### src/rtl/hex_record_sender.sv
// hex_record_sender: formats an address/data pair as an ASCII hex record
// ("AAA: DD\n") and streams it byte by byte over a valid/ready link.
module hex_record_sender #(
    parameter int ADDR_W = 12,
    parameter int DATA_W = 8,
    parameter int CRLF   = 0,
    parameter int UPPER  = 1
) (
    input  logic              CLK_50M,
    input  logic              rst,
    input  logic              req_valid,
    output logic              req_ready,
    input  logic [ADDR_W-1:0] addr,
    input  logic [DATA_W-1:0] data,
    output logic [7:0]        tx_data,
    output logic              tx_valid,
    input  logic              tx_ready,
    output logic              done
);
    localparam int AD = (ADDR_W + 3) / 4;
    localparam int DD = (DATA_W + 3) / 4;

    typedef enum logic [2:0] {IDLE, ADDR, SEP, DATA, EOL} state_t;

    state_t          r_state, w_state;
    logic [3:0]      r_cnt, w_cnt;
    logic [AD*4-1:0] r_addr, w_addr, w_ash;
    logic [DD*4-1:0] r_data, w_data, w_dsh;
    logic            r_done, w_done, w_xfer, w_last;

    function automatic logic [7:0] hex_char(input logic [3:0] n);
        return n < 4'd10 ? 8'h30 + {4'h0, n} : (UPPER != 0 ? 8'h37 : 8'h57) + {4'h0, n};
    endfunction

    // Shifting left by the digit index puts the current digit in the top nibble.
    assign w_ash     = r_addr << {r_cnt, 2'b00};
    assign w_dsh     = r_data << {r_cnt, 2'b00};
    assign tx_valid  = r_state != IDLE;
    assign req_ready = r_state == IDLE;
    assign done      = r_done;
    assign w_xfer    = tx_valid & tx_ready;
    assign w_last    = r_cnt == (r_state == ADDR ? 4'(AD - 1) :
                                 r_state == SEP  ? 4'd1 :
                                 r_state == DATA ? 4'(DD - 1) : 4'(CRLF));

    always_comb begin
        tx_data = r_state == ADDR ? hex_char(w_ash[AD*4-1 -: 4]) :
                  r_state == SEP  ? (r_cnt == 4'd0 ? 8'h3A : 8'h20) :
                  r_state == DATA ? hex_char(w_dsh[DD*4-1 -: 4]) :
                  r_state == EOL  ? ((CRLF != 0 && r_cnt == 4'd0) ? 8'h0D : 8'h0A) : 8'h00;
    end

    always_comb begin
        w_state = r_state;
        w_cnt   = r_cnt;
        w_addr  = r_addr;
        w_data  = r_data;
        w_done  = 1'b0;
        if (r_state == IDLE) begin
            if (req_valid) begin
                w_state = ADDR;
                w_cnt   = 4'd0;
                w_addr  = (AD*4)'(addr);
                w_data  = (DD*4)'(data);
            end
        end else if (w_xfer) begin
            w_cnt = w_last ? 4'd0 : r_cnt + 4'd1;
            if (w_last) begin
                case (r_state)
                    ADDR:    w_state = SEP;
                    SEP:     w_state = DATA;
                    DATA:    w_state = EOL;
                    default: w_state = IDLE;
                endcase
                w_done = r_state == EOL;
            end
        end
    end

    always_ff @(posedge CLK_50M) begin
        if (rst) begin
            r_state <= IDLE;
            r_cnt   <= 4'd0;
            r_addr  <= '0;
            r_data  <= '0;
            r_done  <= 1'b0;
        end else begin
            r_state <= w_state;
            r_cnt   <= w_cnt;
            r_addr  <= w_addr;
            r_data  <= w_data;
            r_done  <= w_done;
        end
    end
endmodule

### config.mk
export PLATFORM = sky130hd
export DESIGN_NAME = hex_record_sender
export DESIGN_NICKNAME = d
export VERILOG_FILES = /design/src/rtl/hex_record_sender.sv
export SDC_FILE = /design/constraint.sdc
export NUM_CORES = 1
export LEC_CHECK = 0
export ABC_AREA = 1
export CAP_MARGIN = 10
export CORE_MARGIN = 2
export CORE_UTILIZATION = 23
export CTS_CLUSTER_DIAMETER = 50
export CTS_CLUSTER_SIZE = 24
export DETAILED_ROUTE_END_ITERATION = 6
export PLACE_DENSITY_LB_ADDON = 0.05
export SYNTH_ARGS = -nofsm -noshare
export SYNTH_HDL_FRONTEND = slang
export SYNTH_SLANG_ARGS = --single-unit
### constraint.sdc
create_clock -name CLK_50M -period 2.12 [get_ports CLK_50M]
set_input_delay 0.424 -clock CLK_50M [delete_from_list [all_inputs] [get_ports CLK_50M]]
set_output_delay 0.424 -clock CLK_50M [all_outputs]
set_load 0.02 [all_outputs]
==> results of run 1 <==
cell type report:
| type | instances | area [sq um] | area share |
|---|---|---|---|
| clock inverter | 1 | 30.03 | 0.01093 |
| sequential | 28 | 571.8 | 0.2081 |
| multi-input combinational | 195 | 1117 | 0.4066 |
| tap | 99 | 123.9 | 0.04508 |
| timing repair buffer | 81 | 714.4 | 0.2600 |
| inverter | 37 | 148.9 | 0.05419 |
| clock buffer | 3 | 41.29 | 0.01503 |
path summary, 6_finish.rpt:
path | to | slack [ns] | startpoint | cells past startpoint
setup / recovery | tx_data[1] | -0.18 | r_cnt[0] | 14
hold / removal | r_addr[2] | 0.47 | r_addr[2] | 2
setup reg to reg | r_cnt[0] | 0.59 | r_state[0] | 9
hold reg to reg | r_addr[2] | 0.47 | r_addr[2] | 2
kinds of logic (layout without fill, tap and decap cells):
family	count (synthesis)	in the layout	synth area share
AOI/OAI and AO/OA	53	53	0.1541
xor gates and xnor gates	2	2	0.009988
adders and majority gates	4	4	0.02853
buffers and inverters	47	122	0.1227
DFF	28	28	0.3195
other	1	1	0.002138
and+or+nand+nor	135	135	0.3631
cell usage in the layout (no fill, tap or decap), types with 2 or more instances in the layout:
master	count
o21ai_1	6
xor2_1	2
o21ai_2	2
a21oi_2	2
buf_6	6
nand3_1	20
dfxtp_2	3
clkdlybuf4s50_1	24
dfxtp_4	2
nor2_1	15
buf_4	46
nand2_2	10
inv_2	6
nand3_2	4
nand2_1	57
o21ai_0	15
inv_1	28
nand2_4	3
nor2_2	11
ha_1	3
nand4_1	2
nand2_8	2
clkbuf_8	3
dfxtp_1	23
a21oi_1	25
o22ai_1	2
nor2_4	8
registers in the layout, indices dropped and copies added, names as in the netlist:
signal / flops
r_state: 3
r_addr: 12
r_data: 8
r_cnt: 4
done: 1
routing by layer:
| metal | global-route usage | routed length (um) |
|---|---|---|
| met4 | 0.03535 | 55 |
| met5 | 0 | 0 |
| met1 | 0.1716 | 2601 |
| met2 | 0.2049 | 2312 |
| met3 | 0.01826 | 139 |
power breakdown:
part / total, W / switching (W) / internal [W]
Clock: 0.000443 / 0.000190 / 0.000253
Sequential: 0.000774 / 0.0000987 / 0.000675
Combinational: 0.00262 / 0.00149 / 0.00113
worst reg2reg max path: cells and delay by family, from the launching register on:
family          cells  cell delay (ns)
compound gates      1             0.08
flops               1             0.44
buf+inv             3             0.34
simple gates        5             0.59
per-stage QoR:
stage | setup TNS, ns | util
final | -0.6429 | 0.3748
after global routing | -1.643 | 0.3748
after CTS | -0.7775 | 0.3685
after detailed placement | -2.775 | 0.3321
after global placement | -2.609 | 0.3321
after floorplan | 0 | -
timing repair:
item	4_1_cts	5_1_grt
gates resized for setup	84	12
hold buffers	0	0
pin swaps	22	1
setup buffers	9	2
setup endpoints to repair	9	8
synthesized netlist by cell type:
cell type	instances
nand2_1	64
inv_1	31
dfxtp_1	28
a21oi_1	27
nor2_1	26
nand3_1	22
o21ai_0	17
nor2_2	6
o21ai_1	6
nand2_2	5
ha_1	4
buf_2	3
buf_6	3
inv_2	3
nand3_2	3
buf_4	2
clkbuf_1	2
inv_4	2
nand2_4	2
nand4_1	2
nor2_4	2
o22ai_1	2
xor2_1	2
clkinv_1	1
conb_1	1
nand2_8	1
nand3b_1	1
nor3_1	1
o21a_1	1
==> results_dict.tcl, run 1 <==
set metrics [dict create \
    status "finished, violations left" \
    violations "setup timing" \
    fillers 802 \
    startpoint_type "register" \
    yosysTopAreaCell "dfxtp_1" \
    cts_sinks 28 \
    drv_cap 0 \
    num_vias 1851 \
    drtPass1Iterations 4 \
    drc 0 \
    yosysTopAreaCellShare 0.3195 \
    holdWs_ns 0.4746 \
    syn_avg_cell_area_sq_um 6.497 \
    cts_tree "done" \
    cts.path.max_buffers 2 \
    post_synth_num_cell_types 29 \
    fin_area_sq_mm 0.002748 \
    insertedDiodeCount 0 \
    synth_fp_nets 298 \
    final_net_count 374 \
    yosys-top-cells-area "dfxtp_1 (32%), nand2_1 (14%), a21oi_1 (7.7%)" \
    routed_via_density 4.169 \
    grt_antenna_before_repair 0 \
    core_sq_mm 0.007331 \
    clock_latency_ns 0.29 \
    grt_max_degree 36 \
    place_congestion 0.7687 \
    grtUsageTotal 0.1254 \
    period_minus_slack_ns 2.304 \
    h-tree-depth 1 \
    crit_path_end_kind "output pin" \
    die_y_um 91.33 \
    dpl_cell_area_sq_mm 0.002435 \
    place_hpwl_mm 3.960 \
    slew_violations 0 \
    syn_to_final_growth_pct 56.63 \
    timing.final.crit_share 1.087 \
    drive_above_1_share 0.3362 \
    crit_chain "buf_8, nor2_4, nor2_2, nor2_2, inv_1, ha_1, inv_1, nand3_1, nand2_1, nand2_1, nand2_1, nand2_1, nand2_1, buf_6" \
    grt_pass1_wl_mm 8.480 \
    max_freq_mhz 434.1 \
    worstMarginPinSlew_ns 0.5038 \
    max_slew_margin 0.6637 \
    pre_cts_slack_ns -0.5157 \
    portBuffers 33 \
    critPathMostFrequentCell "nand2_1" \
    drtIter0Drc 49 \
    min_path_type "reg2reg" \
    cpLargestDelayFamily "simple AND/OR/NAND/NOR gates" \
    cts-root-buf "clkbuf_8" \
    finalHoldViolCount 0 \
    rsz0062_at_grt "yes" \
    synth-seq-area-share 0.3195 \
    path_buf_inv 4 \
    ir_worst_vdd_v 0.0003980 \
    synthCells 270 \
    cp_max_fo 6 \
    ys_ff_latch 28 \
    path_class "reg2out" \
    power.total_w 0.003834 \
    cp_slowest_cell "dfxtp_4" \
    ant_nets 0 \
    wl_mm 5.109 \
    placed_cells 430 \
    ys_warn_count 0 \
    synth_area_sq_mm 0.001754 \
    cts_made_buffers 3 \
    skew_ns 0.002811 \
    powerDensity_mw_per_mm2 1395 \
    critPathRequiredTime_ns 1.70 \
    first_global_vias 1840 \
    die_x_um 91.33 \
    post_drt_wl_per_cell_um 11.51 \
    clk_pin_slew_ns 0.10 \
    setup_violations 7 \
    io_pins 35 \
    grt_remaining_overflow 0 \
    arrival_ns 1.88 \
    stdcell_count 444 \
    slowest_delay_ns 0.39 \
    rows 31 \
    design.die.area_sq_mm 0.008341 \
    power_leakage_nw 1.259 \
    initial_core_util 0.2393 \
    fin_ws_ns -0.1836 \
]
Note: power is estimated with default switching activity, not from simulation.
==> inputs of run 2 (changes only) <==
--- a/config.mk
+++ b/config.mk
@@ -7,6 +7,7 @@
 export LEC_CHECK = 0
 export ABC_AREA = 1
 export CAP_MARGIN = 10
+export CORE_ASPECT_RATIO = 0.5
 export CORE_MARGIN = 2
 export CORE_UTILIZATION = 23
 export CTS_CLUSTER_DIAMETER = 50
@@ -16,3 +17,4 @@
 export SYNTH_ARGS = -nofsm -noshare
 export SYNTH_HDL_FRONTEND = slang
 export SYNTH_SLANG_ARGS = --single-unit
+export TNS_END_PERCENT = 5
==> results_dict.tcl, run 2 (same netlist as run 1, synthesis figures left out) <==
set metrics [dict create \
    status "finished, violations left" \
    violations "setup timing" \
    design.die.area_sq_mm 0.008384 \
    power.total_w 0.003984 \
    p_clk_frac 0.144 \
    clk_pin_slew_ns 0.07 \
    insertedDiodeCount 0 \
    cts_made_buffers 3 \
    largest-register "r_addr" \
    initial_core_util 0.2387 \
    mostFrequentLayoutCells "nand2_1 (60), buf_4 (40), inv_1 (28)" \
    holdBufCountCts 0 \
    post_drt_wl_per_cell_um 12.28 \
    drc 0 \
    cts_sinks 28 \
    syn_to_final_growth_pct 57.99 \
    min_from "r_data[7]" \
    reg2reg_depth 10 \
    drtIter0Drc 49 \
    pwr-share-comb 0.662 \
    largest_registers "r_addr (12), r_data (8), r_cnt (4)" \
    slowest_delay_ns 0.39 \
    cts.path.max_buffers 2 \
    power_leakage_nw 1.251 \
    grt_remaining_overflow 0 \
    core_sq_mm 0.007350 \
    r2r_start "r_cnt[0]" \
    drtPass1Iterations 4 \
    grt_max_degree 36 \
    cts_tree "done" \
    min_path_cells 2 \
    critPathMostFrequentCell "nand2_1" \
    final_common_cell "nand2_1" \
    crit_path_end_kind "output pin" \
    period_minus_slack_ns 2.309 \
    sequentialPowerShare 0.194 \
    worstReg2RegEnd "r_state[1]" \
    ir_worst_vdd_v 0.0004192 \
    regArea_sq_um 568.0 \
    largest_reg_flops 12 \
    place_congestion 0.7773 \
    rsz0062_at_grt "yes" \
    rows 22 \
    startpoint_type "register" \
    fillers 789 \
    h-tree-depth 1 \
    clock_latency_ns 0.27 \
    intPower_w 0.002161 \
    grtUsageTotal 0.1312 \
    drv_cap 0 \
    path_class "reg2out" \
    holdPathEnd "r_data[7]" \
    multi_input_area_sq_mm 0.001124 \
    r2r_slack_ns 0.53 \
    die_y_um 65.76 \
    first_global_vias 1646 \
    slew_violations 0 \
    portBuffers 33 \
    critPathRequiredTime_ns 1.70 \
    cp_slowest_cell "dfxtp_4" \
    final_net_count 371 \
    grt_antenna_before_repair 0 \
    ant_nets 0 \
    p_sw_frac 0.4575 \
    arrival_ns 1.89 \
    place_hpwl_mm 4.134 \
    skew_ns 0.003483 \
    crit_chain "buf_12, clkinv_8, buf_4, buf_4, ha_1, nand2_1, nor2_2, nor2_2, nand2_1, nand2_1, nand2_1, buf_6" \
    drive_above_1_share 0.3392 \
    cts-root-buf "clkbuf_16" \
    stdcell_count 438 \
    wl_mm 5.379 \
    min_path_type "reg2reg" \
    timing.final.crit_share 1.089 \
    pre_cts_slack_ns -0.4461 \
    io_pins 35 \
    fin_ws_ns -0.1891 \
    placed_cells 428 \
    max_freq_mhz 433.1 \
    die_x_um 127.5 \
    finalHoldViolCount 0 \
    p_sw_w 0.001823 \
    grt_pass1_wl_mm 8.487 \
    cp_max_fo 6 \
    setup_violations 7 \
    routed_via_density 4.194 \
    num_vias 1837 \
    powerDensity_mw_per_mm2 1438 \
]
-- run 2: stage by stage --
stage          hold WS, ns  instance area (sq um)  utilization  TNS (ns)
6_report            0.4613                   2771       0.3771    -1.032
2_1_floorplan       0.4241                   1754            -         0
3_3_place_gp        0.4537                   2439       0.3318    -2.323
3_5_place_dp        0.4588                   2439       0.3318    -2.542
5_1_grt             0.4917                   2771       0.3771    -1.648
4_1_cts             0.4683                   2581       0.3512    -1.105
-- run 2: area by class of cell --
class,count,area share
Clock inverter,1,0.01084
Inverter,37,0.05553
Timing Repair Buffer,78,0.2528
Sequential cell,28,0.2050
Multi-Input combinational cell,195,0.4054
Tap cell,96,0.04334
Clock buffer,3,0.02709
-- run 2: power by group through the flow --
stage	clock network, W	logic [W]	registers [W]
2_1_floorplan	0	0.00143	0.000747
4_1_cts	0.000592	0.00236	0.000764
3_5_place_dp	0	0.00229	0.000773
6_report	0.000574	0.00264	0.000773
3_3_place_gp	0	0.00229	0.000772
5_1_grt	0.000615	0.00290	0.000792
-- run 2: how the worst max path moves through the flow --
| stage | startpoint | to | slack [ns] | depth (start not counted) |
|---|---|---|---|---|
| 6_report | r_cnt[0] | tx_data[1] | -0.19 | 12 |
| 3_3_place_gp | r_cnt[0] | tx_data[1] | -0.38 | 12 |
| 4_1_cts | r_cnt[0] | tx_data[1] | -0.21 | 14 |
| 5_1_grt | r_cnt[0] | tx_data[1] | -0.29 | 12 |
| 3_5_place_dp | r_cnt[0] | tx_data[1] | -0.45 | 12 |
| 2_1_floorplan | r_cnt[0] | tx_data[1] | 0.12 | 14 |
-- run 2: metal layers --
| layer | wire [um] | track usage | up-vias |
|---|---|---|---|
| li1 | - | - | 999 |
| met3 | 185 | 0.02769 | 2 |
| met2 | 2053 | 0.1791 | 31 |
| met4 | 22 | 0.02060 | 0 |
| met5 | 0 | 0 | - |
| met1 | 3117 | 0.2078 | 805 |
-- run 2: timing repair --
action | CTS | global route
gates resized for setup | 47 | 41
endpoints found under the hold margin | 0 | 0
setup buffers | 3 | 2
cloned | 0 | 1
setup endpoints to repair | 9 | 8
pin swaps | 5 | 20
-- run 2: critical path, delay by kind of cell (launching register included) --
kind,cells,cell delay (ns)
flops,1,0.39
buf+inv,5,0.59
fa+ha+maj,1,0.18
simple gates,6,0.45
==> inputs of run 3 (changes only) <==
--- a/config.mk
+++ b/config.mk
@@ -6,7 +6,8 @@
 export NUM_CORES = 1
 export LEC_CHECK = 0
 export ABC_AREA = 1
-export CAP_MARGIN = 10
+export ABC_CLOCK_PERIOD_IN_PS = 2120
+export CAP_MARGIN = 5
 export CORE_ASPECT_RATIO = 0.5
 export CORE_MARGIN = 2
 export CORE_UTILIZATION = 23
==> results of run 3 <==
No change in the layout: final DEF, timing and power equal those of run 2.
